$ cat config.mk
export PLATFORM = sky130hd
export DESIGN_NAME = button_pulse_conditioner
export DESIGN_NICKNAME = d
export VERILOG_FILES = /design/src/rtl/button_pulse_conditioner_pkg.sv /design/src/rtl/button_pulse_conditioner_channel.sv /design/src/rtl/button_pulse_conditioner.sv
export SDC_FILE = /design/constraint.sdc
export NUM_CORES = 1
export LEC_CHECK = 0
export ABC_AREA = 1
export CAP_MARGIN = 0
export CORE_ASPECT_RATIO = 1.5
export CORE_MARGIN = 1.5
export CORE_UTILIZATION = 50
export CTS_CLUSTER_DIAMETER = 120
export DETAILED_ROUTE_END_ITERATION = 7
export PLACE_DENSITY = 0.7
export SLEW_MARGIN = 10
export SYNTH_ARGS = -nofsm -noshare
export SYNTH_HDL_FRONTEND = slang
export SYNTH_SLANG_ARGS = --single-unit
export TNS_END_PERCENT = 100
$ cat constraint.sdc
create_clock -name clk -period 2 [get_ports clk]
set_clock_uncertainty 0.2 [all_clocks]
set_input_delay 0.4 -clock clk [delete_from_list [all_inputs] [get_ports clk]]
set_output_delay 0.4 -clock clk [all_outputs]
set_load 0.02 [all_outputs]
$ cat src/rtl/button_pulse_conditioner_pkg.sv
// Shared types and constants for the navigation button conditioner.
// Holds the per-channel FSM state enum, channel indices and the fixed-priority grant helper.
package button_pulse_conditioner_pkg;

  typedef enum logic [2:0] {
    IDLE,
    PRESS_WAIT,
    HELD_DELAY,
    HELD_REPEAT,
    RELEASE_WAIT
  } btn_state_e;

  localparam int CH_UP    = 3;
  localparam int CH_DOWN  = 2;
  localparam int CH_RIGHT = 1;
  localparam int CH_LEFT  = 0;
  localparam int NUM_CH   = 4;

  // One-hot grant of the highest-priority request (up > down > right > left).
  function automatic logic [NUM_CH-1:0] priority_grant(input logic [NUM_CH-1:0] req);
    priority_grant = '0;
    if (req[CH_UP])         priority_grant[CH_UP]    = 1'b1;
    else if (req[CH_DOWN])  priority_grant[CH_DOWN]  = 1'b1;
    else if (req[CH_RIGHT]) priority_grant[CH_RIGHT] = 1'b1;
    else if (req[CH_LEFT])  priority_grant[CH_LEFT]  = 1'b1;
  endfunction

endpackage

$ cat src/rtl/button_pulse_conditioner_channel.sv
// One button channel: 2-flop synchronizer, debounce/auto-repeat FSM and its counter.
// `fire` is a combinational request for the top-level arbiter; `held` is registered.
module button_channel
  import button_pulse_conditioner_pkg::*;
#(
  parameter int DEBOUNCE_CYCLES     = 1_000_000,
  parameter int REPEAT_DELAY_CYCLES = 50_000_000,
  parameter int REPEAT_RATE_CYCLES  = 20_000_000,
  parameter bit REPEAT_EN           = 1'b1,
  parameter int CNT_W               = 26
) (
  input  logic clk,
  input  logic reset,
  input  logic btn_raw,
  output logic fire,
  output logic held
);

  localparam logic [CNT_W-1:0] DEB_LAST   = CNT_W'(DEBOUNCE_CYCLES - 1);
  localparam logic [CNT_W-1:0] DELAY_LAST = CNT_W'(REPEAT_DELAY_CYCLES - 1);
  localparam logic [CNT_W-1:0] RATE_LAST  = CNT_W'(REPEAT_RATE_CYCLES - 1);

  logic             sync1_q, sync2_q;
  btn_state_e       state_q, state_d;
  logic [CNT_W-1:0] cnt_q, cnt_d;
  logic             held_q, held_d;

  always_comb begin
    state_d = state_q;
    cnt_d   = cnt_q + CNT_W'(1);
    held_d  = held_q;
    fire    = 1'b0;
    unique case (state_q)
      IDLE: begin
        cnt_d = '0;
        if (sync2_q) state_d = PRESS_WAIT;
      end
      PRESS_WAIT: begin
        if (!sync2_q) begin
          state_d = IDLE;
          cnt_d   = '0;
        end else if (cnt_q == DEB_LAST) begin
          state_d = HELD_DELAY;
          cnt_d   = '0;
          fire    = 1'b1;
          held_d  = 1'b1;
        end
      end
      HELD_DELAY: begin
        if (!sync2_q) begin
          state_d = RELEASE_WAIT;
          cnt_d   = '0;
        end else if (cnt_q == DELAY_LAST) begin
          // Without auto-repeat the counter parks at its terminal value instead of wrapping.
          if (REPEAT_EN) begin
            state_d = HELD_REPEAT;
            cnt_d   = '0;
            fire    = 1'b1;
          end else begin
            cnt_d = cnt_q;
          end
        end
      end
      HELD_REPEAT: begin
        if (!sync2_q) begin
          state_d = RELEASE_WAIT;
          cnt_d   = '0;
        end else if (cnt_q == RATE_LAST) begin
          cnt_d = '0;
          fire  = 1'b1;
        end
      end
      RELEASE_WAIT: begin
        // A short low glitch returns to the hold phase silently and restarts the repeat delay.
        if (sync2_q) begin
          state_d = HELD_DELAY;
          cnt_d   = '0;
        end else if (cnt_q == DEB_LAST) begin
          state_d = IDLE;
          cnt_d   = '0;
          held_d  = 1'b0;
        end
      end
      default: begin
        state_d = IDLE;
        cnt_d   = '0;
        held_d  = 1'b0;
      end
    endcase
  end

  always_ff @(posedge clk) begin
    if (reset) begin
      sync1_q <= 1'b0;
      sync2_q <= 1'b0;
      state_q <= IDLE;
      cnt_q   <= '0;
      held_q  <= 1'b0;
    end else begin
      sync1_q <= btn_raw;
      sync2_q <= sync1_q;
      state_q <= state_d;
      cnt_q   <= cnt_d;
      held_q  <= held_d;
    end
  end

  assign held = held_q;

endmodule

$ cat src/rtl/button_pulse_conditioner.sv
// Four conditioned navigation buttons feeding a fixed-priority arbiter.
// The registered grant guarantees at most one edit pulse per cycle.
module button_pulse_conditioner
  import button_pulse_conditioner_pkg::*;
#(
  parameter int DEBOUNCE_CYCLES     = 1_000_000,
  parameter int REPEAT_DELAY_CYCLES = 50_000_000,
  parameter int REPEAT_RATE_CYCLES  = 20_000_000,
  parameter bit REPEAT_EN           = 1'b1,
  parameter int CNT_W               = 26
) (
  input  logic       clk,
  input  logic       reset,
  input  logic       btn_up,
  input  logic       btn_down,
  input  logic       btn_right,
  input  logic       btn_left,
  output logic       enUP,
  output logic       enDOWN,
  output logic       enRIGHT,
  output logic       enLEFT,
  output logic [3:0] held
);

  logic [NUM_CH-1:0] btn_raw;
  logic [NUM_CH-1:0] fire;
  logic [NUM_CH-1:0] held_ch;
  logic [NUM_CH-1:0] en_q, en_d;

  assign btn_raw = {btn_up, btn_down, btn_right, btn_left};

  for (genvar i = 0; i < NUM_CH; i++) begin : g_ch
    button_channel #(
      .DEBOUNCE_CYCLES    (DEBOUNCE_CYCLES),
      .REPEAT_DELAY_CYCLES(REPEAT_DELAY_CYCLES),
      .REPEAT_RATE_CYCLES (REPEAT_RATE_CYCLES),
      .REPEAT_EN          (REPEAT_EN),
      .CNT_W              (CNT_W)
    ) u_channel (
      .clk    (clk),
      .reset  (reset),
      .btn_raw(btn_raw[i]),
      .fire   (fire[i]),
      .held   (held_ch[i])
    );
  end

  // Losing requests are dropped, not queued.
  always_comb begin
    en_d = priority_grant(fire);
  end

  always_ff @(posedge clk) begin
    if (reset) en_q <= '0;
    else       en_q <= en_d;
  end

  assign enUP    = en_q[CH_UP];
  assign enDOWN  = en_q[CH_DOWN];
  assign enRIGHT = en_q[CH_RIGHT];
  assign enLEFT  = en_q[CH_LEFT];
  assign held    = held_ch;

endmodule

==> flow_summary.toml <==
[sta]
slew_violations = 0
timing.fmax_mhz = 482.4
timing.final.crit_share_pct = 103.7
min_period_ns = 2.073
relSlewSlack_pct = 71.50
hold_violations = 0
setup_violations = 24
setup_slack_ns = -0.07307
rsz0062_at_grt = "true"
worst_pin_slew_ns = 0.4230
setup-tns-final_ns = -1.096

[grt]
grt_pass1_wl_mm = 37.05
grt_max_degree = 25
antenna_found_initial = 0
grt_overflow = 0
grt_pass1_vias = 8188
track_usage_pct = 26.73

[final_layout]
final_nets = 1410
fillCellCount = 1404
syn2layout_area_growth_pct = 30.62
n_antenna_cell = 0
final_cell_mix = "227 x nand2_1, 182 x nor2_1, 151 x inv_1, 110 x buf_4"
final_common_cell = "nand2_1"
drive_gt1_share_pct = 28.14

[clocking]
cts-buffers-inserted = 17
cts_sinks = 132
cts.clk_slew.worst_paths_ns = 0.06
clockRootBuffer = "clkbuf_16"
cts_buffer_depth = 2
cts_max_level = 4
ctsHoldBuffers = 0
cts_tree = "built"
clock_latency_ns = 0.44

[critical_path]
crit_chain = "ha_4 -> nand3_4 -> nor2_4 -> inv_2 -> nor2_4 -> nand2_2 -> nand2_2 -> nand2_2 -> o21ai_4 -> clkbuf_16 -> nor2_1"
worst_ep_required_time_ns = 2.13
cp_common_cell = "nand2_2"
worstPathArrival_ns = 2.20
cp_slowest_stage_delay_ns = 0.35
cp_max_fo = 6
slowest_stage = "dfxtp_2"
critPathCaptureType = "register"
r2r-end = "g_ch[3].u_channel.cnt_q[13]"
cp_top_family = "simple AND/OR/NAND/NOR gates"
path_class = "register to register"
crit_cells = 11
crit_end = "g_ch[3].u_channel.cnt_q[13]"
cp-startpoint = "g_ch[3].u_channel.cnt_q[1]"
start_kind = "register"
rr_worst_depth = 11
worst-path-buf-inv = 2
reg2reg_slack_ns = -0.07
timing.rr.start = "g_ch[3].u_channel.cnt_q[1]"

[drt]
drc = 0
first_iter_violations = 558
drtPass1Iterations = 5
drt_wl_total_mm = 23.77
vias_per_cell = 5.362
avgRoutedWirePerCell_um = 14.70
ant_nets = 0
vias = 8670

[logic_synthesis]
synth_area_leaders = "dfxtp_1 32%, nand2_1 11%, nor2_1 10%"
ys_ff_latch = 132
synthCells = 1270
yosysWarnings = 0
ys.flop_type = "dfxtp_1"
synth_area_per_cell_um2 = 6.493
synth_top_area_share_pct = 32.04
ys_async_sr_fraction_pct = 0
ys_seq_area_share_pct = 32.04
synth_edf_count = 0
yosysTopAreaCell = "dfxtp_1"
syn-num-nets = 1282
synth_area_um2 = 8247
synth_cell_type_count = 40

[floorplanning]
die_h_um = 160.3
die_w_um = 107.9
dieArea_um2 = 17290
ios = 14
core_um2 = 16190
start_util_pct = 50.94
rows = 57

[pwr]
vdd_ir_drop_max_mv = 0.5807
powerDensity_nw_per_um2 = 718.9
power_leakage_nw = 4.268
total_power_mw = 7.743

[place]
dp_hpwl_mm = 16.76
gp_congestion = 1.004
portBuffers = 13

[worst_hold_path]
hold_class = "register to register"
holdCritStartpoint = "g_ch[0].u_channel.sync1_q"

[run_status]
status = "finished, violations left"
violations = "negative setup slack"

[flow_run]
maxCapViolCount = 0
==> what timing repair did <==
item,4_1_cts,5_1_grt
setup buffers,0,11
endpoints found under the setup margin,29,118
cloned,0,7
pin swaps,2,47
resized for setup,16,175
==> through the flow <==
step,instance area (um^2),utilization [%],std cells,setup slack (ns),hold WS [ns]
after floorplan,8247,-,1270,0.06447,0.1883
after global placement,9325,57.60,1567,-0.03634,0.1922
after detailed placement,9325,57.60,1567,-0.06715,0.1965
after CTS,9968,61.57,1599,-0.008641,0.2046
after global routing,10770,66.54,1617,-0.1321,0.2152
final,10770,66.54,1617,-0.07307,0.2038
==> worst register-to-register path: stages (launching register included) <==
cell,delay [ns]
dfxtp_2,0.35
ha_4,0.18
nand3_4,0.11
nor2_4,0.14
inv_2,0.06
nor2_4,0.09
nand2_2,0.09
nand2_2,0.10
nand2_2,0.10
o21ai_4,0.28
clkbuf_16,0.23
nor2_1,0.04
==> flip-flops by register name, indices dropped and copies added, names as in the netlist <==
name and cells:
en_q 4, g_ch.u_channel.cnt_q 104, g_ch.u_channel.held 4, g_ch.u_channel.state_q 12, g_ch.u_channel.sync1_q 4, g_ch.u_channel.sync2_q 4
==> synthesized netlist by cell type, types with 2 or more instances <==
cell type  number
a31oi_1         2
nor2_2         42
buf_2           9
nand4_1        39
dfxtp_1       132
nand2_2        14
inv_2           5
nor2_4          4
nand2_1       248
xnor2_1        12
ha_1            6
buf_4           7
nor2_1        219
o21ai_0        32
o31ai_1         4
a21oi_1        20
nor3_1         92
inv_1         162
buf_6           6
nor3_2         22
clkbuf_1        8
o22ai_1         2
nand3_2         2
xor2_1         55
nand3_1       107
a31o_2          2
nor3b_1         4
==> power breakdown <==
| group | switching [mW] | internal [mW] | leakage [nW] |
|---|---|---|---|
| Sequential | 0.123 | 2.73 | 1.09 |
| Clock | 1.25 | 1.94 | 0.293 |
| Combinational | 1.06 | 0.646 | 2.89 |
| Total | 2.43 | 5.31 | 4.27 |
==> kinds of logic (layout without fill, tap and decap cells) <==
group	count (synthesis)	after routing	share of synthesized area, %
AND/OR/NAND/NOR	798	798	44.83
buffers and inverters	198	339	10.01
flip-flops	132	132	32.04
AO/OA/AOI/OAI	69	69	5.083
XOR/XNOR	67	67	7.116
adder cells (fa/ha/maj)	6	6	0.9103
==> layer usage <==
layer  vias up  track usage, %  part of all wire, %
met2       279           48.09                   52
li1       4322               -                    -
met3       112           4.748                  4.4
met1      3957           29.28                   39
met4         0           14.35                  5.2
met5         -               0                    0
==> worst min path at each step <==
stage | end | slack, ns | cells past startpoint
5_1_grt | g_ch[0].u_channel.sync2_q | 0.22 | 2
3_5_place_dp | g_ch[1].u_channel.sync2_q | 0.20 | 2
3_3_place_gp | g_ch[1].u_channel.sync2_q | 0.19 | 2
2_1_floorplan | g_ch[0].u_channel.sync2_q | 0.19 | 2
4_1_cts | g_ch[1].u_channel.sync2_q | 0.20 | 2
6_report | g_ch[0].u_channel.sync2_q | 0.20 | 2
==> area by class of cell <==
type                            instances  area (um^2)  share of cell area, %
Clock buffer                           21        470.5                  4.368
Clock inverter                         11        126.4                  1.173
Inverter                              168        630.6                  5.854
Multi-Input combinational cell        940         5319                  49.38
Sequential cell                       132         2701                  25.08
Tap cell                              206        257.7                  2.393
Timing Repair Buffer                  139         1266                  11.76
Power figures use the tool's default switching activity.
